`config.mk`:
```
export PLATFORM = sky130hd
export DESIGN_NAME = ammo_resupply
export DESIGN_NICKNAME = d
export VERILOG_FILES = /design/src/rtl/ammo_resupply.sv
export SDC_FILE = /design/constraint.sdc
export NUM_CORES = 1
export LEC_CHECK = 0
export ABC_AREA = 1
export CAP_MARGIN = 20
export CORE_UTILIZATION = 53
export DETAILED_ROUTE_END_ITERATION = 6
export PLACE_DENSITY_LB_ADDON = 0.08
export SETUP_SLACK_MARGIN = 0.4
export SYNTH_ARGS = -nofsm -noshare
export SYNTH_HDL_FRONTEND = slang
export SYNTH_SLANG_ARGS = --single-unit
```
`constraint.sdc`:
```
create_clock -name clk -period 6.49 [get_ports clk]
set_clock_uncertainty 0.1 [all_clocks]
set_input_delay 1.298 -clock clk [delete_from_list [all_inputs] [get_ports clk]]
set_output_delay 1.298 -clock clk [all_outputs]
set_load 0.03 [all_outputs]
```
`src/rtl/ammo_resupply.sv`:
```
// Reserve-to-magazine reload controller: moves rounds from a reserve stock into
// the weapon magazine in rate-limited, ready/valid handshaked beats.
module ammo_resupply #(
  parameter int N       = 9,
  parameter int MAG_MAX = 500
) (
  input  logic         clk,
  input  logic         rst,
  input  logic [3:0]   mode_selector,
  input  logic         fire,
  input  logic         reload_req,
  input  logic         reserve_load,
  input  logic [N-1:0] reserve_in,
  input  logic [N-1:0] mag_level,
  input  logic [N-1:0] xfer_rate,
  input  logic         xfer_ready,
  output logic         xfer_valid,
  output logic [N-1:0] xfer_amount,
  output logic [N-1:0] reserve,
  output logic         busy,
  output logic         done,
  output logic         error
);

  typedef enum logic [1:0] {IDLE, XFER, DONE} state_t;

  localparam logic [3:0]   ATTACK  = 4'b0010;
  localparam logic [N-1:0] MAG_CAP = N'(MAG_MAX);

  // Rounds missing from the magazine; a reading at or above capacity means full.
  function automatic logic [N-1:0] sat_need(input logic [N-1:0] lvl);
    return (lvl >= MAG_CAP) ? '0 : MAG_CAP - lvl;
  endfunction

  function automatic logic [N-1:0] min3(input logic [N-1:0] a,
                                        input logic [N-1:0] b,
                                        input logic [N-1:0] c);
    logic [N-1:0] m;
    m = (a < b) ? a : b;
    return (m < c) ? m : c;
  endfunction

  state_t       state, state_nxt;
  logic [N-1:0] need, rate_q, reserve_q;
  logic         err_q;
  logic [N-1:0] amt;
  logic [N-1:0] entry_need;
  logic         blocked, grant, entry_ok;

  assign blocked    = fire | (mode_selector == ATTACK);
  assign grant      = (state == IDLE) & reload_req & ~blocked;
  assign entry_need = sat_need(mag_level);
  // Entry checks look at the reserve as it was before any coinciding load.
  assign entry_ok   = (reserve_q != '0) && (xfer_rate != '0);
  assign amt        = min3(rate_q, need, reserve_q);

  always_ff @(posedge clk or posedge rst) begin
    if (rst) state <= IDLE;
    else     state <= state_nxt;
  end

  always_comb begin
    state_nxt = state;
    case (state)
      IDLE: begin
        if (grant) begin
          if (entry_need == '0) state_nxt = DONE;
          else if (entry_ok)    state_nxt = XFER;
        end
      end
      XFER: begin
        if (blocked)
          state_nxt = IDLE;
        else if (xfer_ready && ((need == amt) || (reserve_q == amt)))
          state_nxt = DONE;
      end
      DONE:    state_nxt = IDLE;
      default: state_nxt = IDLE;
    endcase
  end

  always_ff @(posedge clk or posedge rst) begin
    if (rst) begin
      reserve_q <= '0;
      need      <= '0;
      rate_q    <= '0;
      err_q     <= 1'b0;
    end else begin
      err_q <= 1'b0;
      case (state)
        IDLE: begin
          if (reserve_load) reserve_q <= reserve_in;
          if (reload_req) begin
            if (blocked) begin
              err_q <= 1'b1;
            end else begin
              rate_q <= xfer_rate;
              need   <= entry_need;
              if ((entry_need != '0) && !entry_ok) err_q <= 1'b1;
            end
          end
        end
        XFER: begin
          // An abort wins over a beat accepted on the same edge.
          if (blocked) begin
            err_q <= 1'b1;
          end else if (xfer_ready) begin
            need      <= need - amt;
            reserve_q <= reserve_q - amt;
          end
        end
        default: ;
      endcase
    end
  end

  always_comb begin
    xfer_valid  = 1'b0;
    xfer_amount = '0;
    busy        = (state != IDLE);
    done        = 1'b0;
    error       = err_q;
    case (state)
      XFER: begin
        xfer_valid  = 1'b1;
        xfer_amount = amt;
      end
      DONE: begin
        done  = 1'b1;
        error = err_q | (need != '0);
      end
      default: ;
    endcase
  end

  assign reserve = reserve_q;

endmodule

```
**Word-level counts from Yosys, hierarchy flattened**

Index checks and enable logic that the tools add are counted.

- Logic and storage cells: 73
- Flip-flop bits (word level): 30
- Input port bits: 37

- Reductions and logical operators: 17
- Equal/unequal tests: 13
- Order comparisons: 3
- Add/subtract/negate cells: 3
- Mux-type cells: 27
- Bitwise operators: 5

Operators by type and width:

| operator | number |
|---|---|
| $mux 9 | 11 |
| $pmux 9 s2 | 2 |
| $reduce_bool 9->1 | 4 |
| $eq 9x9->1 | 2 |
| $lt 9x9->1 | 2 |
| $sub 9x9->9 | 2 |
| $ne 2x2->1 const B | 6 |
| $mux 2 | 5 |
| $ge 9x9->1 const B | 1 |
| $logic_not 9->1 | 1 |
| $sub 9x9->9 const A | 1 |
| $mux 1 | 7 |
| $reduce_and 3->1 | 2 |
| $reduce_and 5->1 | 1 |
| $eq 4x2->1 const B | 1 |
| $pmux 2 s2 | 1 |
| $reduce_and 4->1 | 1 |
| $reduce_bool 2->1 | 2 |
| $logic_and 1x1->1 | 3 |
| $ne 3x2->1 const B | 1 |
| $ne 3x3->1 const B | 1 |
| $and 1x1->1 | 2 |
| $eq 2x1->1 const B | 1 |
| $eq 2x2->1 const B | 1 |
| 6 further kinds | 7 |

**Longest topological paths before layout**

Gate-level depths: netlist of the first run.

- Depth in word-level cells: 10
- Gate-level depth with buffers: 33

**Least setup slack after synthesis of the first run**

No wires, ideal clock.

- Kind: register to output
- From: register need[8]
- To: output port xfer_amount[0]
- Data arrival time: 3409 ps
- Stages on the path, launching flop included: 16
- Path buffers: 2
- Path slack: 1683 ps
- Cell sequence: dfrtp_1 inv_1 ha_1 nand2_1 inv_1 a21oi_2 nand3_4 clkbuf_1 o21ai_0 ha_1 a21oi_1 o21ai_0 a21oi_1 nand2_4 buf_2 a211oi_1

- Cells in the longest elaborated chain, start to end: 5

Ends and longest elaborated chain:

| item | line | text |
|---|---|---|
| start: declaration | 44 | `logic [N-1:0] need, rate_q, reserve_q;` |
| start signal: assignment | 98 | `need <= entry_need;` |
| start signal: assignment | 108 | `need <= need - amt;` |
| $lt 9x9->1 | 39 | `m = (a < b) ? a : b;` |
| $mux 9 * | 39 |  |
| $lt 9x9->1 | 40 | `return (m < c) ? m : c;` |
| $mux 9 * | 40 |  |
| $mux 9 * | 123 | `case (state)` |
| end: declaration | 18 | `output logic [N-1:0] xfer_amount,` |

Every way passes the cells marked *; elsewhere a longest branch is shown, timed or not.

**Worst setup path in the final report of the first run**

- From: register need[3]
- To: output port xfer_amount[1]

The elaborated chain is that of the path after synthesis.

==> reports/metrics.csv, run 1 <==
stage,metric,value,unit
timing,min_period,5.66,ns
placement,gp_congestion,0.910,
clock_tree,cts.sinks,30,
die,rows,27,
critical_path,startpoint_type,flop,
clock_tree,cts_buffers,5,
die,num_io_pins,59,
yosys,synth_seq_cells,30,
timing,clock.fmax,177,MHz
die,die_area,6020,um^2
die,core,5510,um^2
global_route,grt_pass1_wl,14100,um
die,die_x,77.6,um
yosys,synthCells,452,
critical_path,arrival,4.26,ns
yosys,synth_cell_types,37,
cells_and_area,layout-drive-gt1-share,7.06,%
global_route,antenna_found_initial,0,
timing,max_slew_margin,38.1,%
critical_path,cpMostUsedCell,nand2_1,
drt,via_count,3143,
global_route,grt_usage,30.5,%
outcome,outcome,"finished, final reports clean",
yosys,synth_top_cell_area_share,24.8,%
yosys,yosysTopAreaCell,dfrtp_1,
cells_and_area,num_antenna_cells,0,
yosys,ys_warn_count,0,
global_route,grt-ovfl-total,0,
yosys,ys_dominant_reg_cell,dfrtp_1,
timing,fin_crit_sh,87.2,%
yosys,postSynth.asyncResetShare,100,%
clock_tree,cts_resized,0,
die,floorplan.initialDensity,55.0,%
timing,tightestPinTransition,0.925,ns
drt,ant_nets,0,
yosys,synth_edf_count,0,
timing,rsz0062_at_grt,false,
timing,setup-violations-final,0,
timing,hold_viol,0,
clock_tree,cts_tree,yes,
clock_tree,clk_latency,0.30,ns
critical_path,critPathMaxFanout,19,
yosys,synth_nets,524,
critical_path,critPathCaptureType,primary output,
yosys,syn_avg_cell_area,6.70,um^2
clock_tree,ctsHtreeMaxLevel,2,
min_path,worstHoldPathType,reg2reg,
timing,drv_slew,0,
drt,drtPass1Iterations,5,
drt,wire_per_inst,14.3,um
yosys,yosys-top-cells-count,"91 x nand2_1, 70 x inv_1, 42 x o21ai_0",
global_route,grt_pass1_vias,2955,
clock_tree,clock_tree.root_cell,clkbuf_8,
clock_tree,hold_buffers,0,
yosys,synth_top_cells_by_area,"dfrtp_1 25%, ha_1 14%, nand2_1 11%, inv_1 8.7%, o21ai_0 6.9%",
timing,finalSetupTns,0,ns
yosys,synth_most_common_cell,nand2_1,
critical_path,critical_path.cell_chain,inv_1 > ha_1 > nand2_1 > inv_1 > nand2_1 > nand2_1 > nand2_1 > nand3_4 > o21ai_0 > ha_1 > nand4_1 > inv_1 > a21oi_1 > nand2_4 > o21ai_1 > nor2_1 > clkdlybuf4s50_1,
drt,viasPerCell,5.40,
cells_and_area,syn_to_final_growth,24.3,%
drt,drt_iter0_markers,261,
drt,drcViolationCount,0,
critical_path,slowest_stage,clkdlybuf4s50_1,
die,fp.dieH,77.6,um
clock_tree,clk_pin_slew,0.07,ns
yosys,synthesis.area,3030,um^2
cells_and_area,nets,581,
flow_run,maxCapViolCount,0,
critical_path,cp_data_required_time,5.09,ns
critical_path,critPathTopFamily,compound AO/OA/AOI/OAI gates,
clock_tree,cts_setup_buffers,0,
yosys,seq_area_frac_synth,24.8,%
critical_path,path_buf_inv,4,
global_route,grt_max_degree,31,
drt,finalWirelength,8310,um
placement,hpwl,6620,um
placement,portBuffers,58,
critical_path,critPathKind,reg2out,
critical_path,max_stage_delay,0.63,ns
clock_tree,cts_buffer_depth,2,
-- kinds of logic after synthesis --
family / synth area share (%)
AND/OR/NAND/NOR: 27.8
flip-flops: 24.8
buffers and inverters: 10.8
adder cells (fa/ha/maj): 15.0
XOR/XNOR: 2.60
AO/OA/AOI/OAI: 19.1
-- tightest hold or removal path: cells and delay by family (launching register included) --
family                 cells  cell delay (ns)
buffers and inverters      1             0.08
AOI/OAI and AO/OA          1             0.08
DFF                        1             0.38
-- path summary, 6_finish.rpt --
| check | cells past startpoint | startpoint | end | slack (ns) |
|---|---|---|---|---|
| setup / recovery | 17 | need[3] | xfer_amount[1] | 0.83 |
| hold / removal | 2 | rate_q[3] | rate_q[3] | 0.49 |
| setup reg to reg | 28 | need[3] | need[7] | 1.27 |
| hold reg to reg | 2 | rate_q[3] | rate_q[3] | 0.49 |
| max in group asynchronous | 3 | rst | reserve[8] | 4.69 |
| min in group asynchronous | 3 | rst | state[0] | 1.28 |
-- through the flow --
| stage | cell area, um^2 | setup WS [ns] | instances | utilization, % | hold slack [ns] |
|---|---|---|---|---|---|
| CTS | 3760 | 0.864 | 582 | 68.3 | 0.482 |
| global route | 3760 | 0.507 | 582 | 68.3 | 0.526 |
| detailed placement | 3670 | 1.22 | 574 | 66.7 | 0.470 |
| global placement | 3670 | 1.37 | 574 | 66.7 | 0.461 |
| finish | 3760 | 0.832 | 582 | 68.3 | 0.487 |
| floorplan | 3030 | 1.68 | 452 | - | 0.430 |
-- final cells by class --
class / instances / area [um^2]
clock buffers: 5 / 68.8
clock inverters: 3 / 21.3
fillers: 485 / 1740
inverters: 76 / 287
multi-input cells: 336 / 1950
flip-flops and latches: 30 / 751
well taps: 72 / 90.1
repair buffers: 60 / 596
-- layout by cell type (no fill, tap or decap) --
master	synthesis	routed
xnor2_1	3	3
inv_1	70	70
nand3_1	24	24
or2_0	1	1
a21oi_2	1	1
o21ai_1	13	13
or2_2	3	3
nand3_4	1	1
ha_1	33	33
a211oi_1	1	1
o311ai_0	1	1
nand2_2	4	4
nor2_2	4	4
o22ai_1	6	6
nor3_1	5	5
nor2_1	38	38
xor2_1	6	6
nand2_4	1	1
o31ai_2	1	1
clkbuf_8	0	5
nand3_2	2	2
clkinv_4	0	1
buf_4	0	2
nand4_2	1	1
a21o_1	1	1
nor4_1	5	5
clkdlybuf4s50_1	0	58
inv_2	5	5
or2_1	2	2
clkinv_2	1	2
o211ai_1	5	5
nand4_1	5	5
fa_1	2	2
o21ai_2	2	2
nand2_1	91	91
a21oi_1	29	29
clkinvlp_4	0	1
dfrtp_1	30	30
o21ai_0	42	42
a31oi_1	3	3
-- state kept, by name (all words and copies together) (netlist names) --
register and cells:
state 2, err_q 1, rate_q 9, need 9, reserve 9
-- per-layer routing --
layer / share of wire, % / global-route usage, % / vias up
li1: - / - / 1608
met1: 47 / 40.0 / 1415
met2: 45 / 49.3 / 101
met3: 4.8 / 6.24 / 19
met4: 2.9 / 11.3 / 0
met5: 0 / 0 / -
Power of run 1 is not shown: default switching activity piles up to over one toggle a cycle in this logic, so the estimate is an artifact.
==> run 2, diff against run 1 <==
Settings changed: CORE_MARGIN set to 2.
Clock period 6.49 ns to 6.1 ns, I/O delays scaled along.
==> reports/metrics.csv, run 2 (synthesized netlist as in run 1, its figures left out) <==
stage,metric,value,unit
drt,via_count,3158,
cells_and_area,layout-drive-gt1-share,7.06,%
cells_and_area,mostFrequentLayoutCells,"91 x nand2_1, 70 x inv_1, 57 x clkdlybuf4s50_1, 39 x o21ai_0, 38 x nor2_1",
critical_path,slowest_stage,clkdlybuf4s50_1,
timing,rsz0062_at_grt,false,
timing,fin_ws,0.718,ns
drt,wire_per_inst,13.7,um
global_route,antenna_found_initial,0,
placement,portBuffers,58,
timing,max_slew_margin,37.2,%
clock_tree,cts.sinks,30,
drt,finalWirelength,7960,um
global_route,grtUsageMet2,45.0,%
clock_tree,cts_buffer_depth,2,
clock_tree,clock_tree.root_cell,clkbuf_8,
cells_and_area,nets,581,
critical_path,critPathKind,reg2out,
global_route,grt-ovfl-total,0,
timing,finalSetupTns,0,ns
die,die_area,6330,um^2
placement,gp_congestion,0.944,
timing,tightestPinTransition,0.939,ns
critical_path,rr_endpoint,need[8],
global_route,busiest_layer,met2,
drt,drt_iter0_markers,308,
timing,setup-violations-final,0,
die,core,5510,um^2
drt,drcViolationCount,0,
min_path,worstHoldPathType,reg2reg,
flow_run,maxCapViolCount,0,
critical_path,max_stage_delay,0.72,ns
cells_and_area,fin_cells,582,
critical_path,arrival,4.06,ns
timing,clock.fmax,186,MHz
placement,dp_slack,0.803,ns
critical_path,reg2reg_from,need[8],
timing,fin_crit_sh,88.2,%
timing,hold_viol,0,
clock_tree,clk_latency,0.29,ns
global_route,grt_usage,26.5,%
critical_path,worstSetupStartpoint,need[8],
die,num_io_pins,59,
drt,ant_nets,0,
critical_path,r2r_slack,1.13,ns
global_route,grt_pass1_vias,2933,
critical_path,crit_end,xfer_amount[0],
critical_path,critPathCaptureType,primary output,
timing,min_period,5.38,ns
clock_tree,cts_buffers,5,
global_route,grt_max_degree,31,
clock_tree,cts_tree,yes,
global_route,use_met3,4.07,%
placement,dp_cells,574,
die,rows,27,
critical_path,startpoint_type,flop,
die,floorplan.initialDensity,55.0,%
critical_path,critical_path.cell_chain,inv_1 > ha_1 > nand2_1 > inv_1 > a21oi_2 > nand3_4 > o21ai_0 > ha_1 > a21oi_1 > o21ai_0 > a21oi_1 > nand2_4 > inv_2 > nand3_1 > inv_1 > a211oi_1 > clkdlybuf4s50_1,
global_route,met1_usage,34.4,%
critical_path,cpMostUsedCell,inv_1,
critical_path,cp_data_required_time,4.78,ns
drt,drtPass1Iterations,6,
critical_path,critPathMaxFanout,19,
die,die_x,79.6,um
cells_and_area,final_common_cell,nand2_1,
cells_and_area,fin_util,68.6,%
cells_and_area,syn_to_final_growth,24.8,%
outcome,outcome,"finished, final reports clean",
clock_tree,clk_pin_slew,0.07,ns
placement,hpwl,6310,um
die,fp.dieH,79.6,um
clock_tree,ctsHtreeMaxLevel,2,
critical_path,reg2regPathDepth,29,
cells_and_area,num_antenna_cells,0,
drt,viasPerCell,5.43,
global_route,grt_pass1_wl,13300,um
clock_tree,hold_buffers,0,
timing,drv_slew,0,
[run 2: changes by cell type in the layout (fill, tap and decap cells not counted)]
cell | before | now
clkdlybuf4s50_1 | 58 | 57
clkbuf_8 | 5 | 6
o21ai_4 | 0 | 1
o21ai_0 | 42 | 39
dlymetal6s2s_1 | 0 | 1
clkinvlp_4 | 1 | 0
clkinv_4 | 1 | 0
clkbuf_1 | 0 | 1
o21ai_1 | 13 | 15
[run 2: timing repair]
item	4_1_cts	5_1_grt
setup endpoints to repair	0	8
resized for setup	0	6
setup buffers	0	0
[run 2: how the worst min path moves through the flow]
stage / depth (start not counted) / startpoint / end
after floorplan: 2 / rate_q[0] / rate_q[0]
after global placement: 2 / rate_q[0] / rate_q[0]
after detailed placement: 2 / rate_q[0] / rate_q[0]
after CTS: 2 / rate_q[0] / rate_q[0]
after global routing: 2 / rate_q[0] / rate_q[0]
final: 2 / rate_q[0] / rate_q[0]
[run 2: metal layers]
layer,part of all wire (%),routed length (um),vias to the layer above
met2,46,3700,122
met1,44,3540,1411
li1,-,-,1606
met3,6.6,528,19
met5,0,0,-
met4,2.4,195,0
[run 2: cell type report]
type                       count  area [um^2]
fill                         478         1730
inverter                      76          287
tap                           72         90.1
clock inverter                 1         5.00
timing repair buffer          60          598
multi-input combinational    336         1960
sequential                    30          751
clock buffer                   7         86.3
[run 2: per-stage QoR]
stage / hold WS, ns / area [um^2]
after floorplan: 0.430 / 3030
after global placement: 0.449 / 3670
after detailed placement: 0.453 / 3670
after CTS: 0.467 / 3760
after global routing: 0.501 / 3780
final: 0.464 / 3780
[run 2: critical path: cells and delay by family, from the launching register on]
kind | cells | cell delay (ns)
AOI/OAI and AO/OA | 6 | 1.21
adders and majority gates | 2 | 0.50
buffers and inverters | 5 | 1.05
DFF | 1 | 0.40
and+or+nand+nor | 4 | 0.61
Power of run 2 is left out for the same reason.
==> run 3, diff against run 2 <==
Settings changed: SLEW_MARGIN set to 20.
==> results of run 3 <==
No change in the layout: final DEF, timing and power equal those of run 2.
Power of run 3 is left out for the same reason.
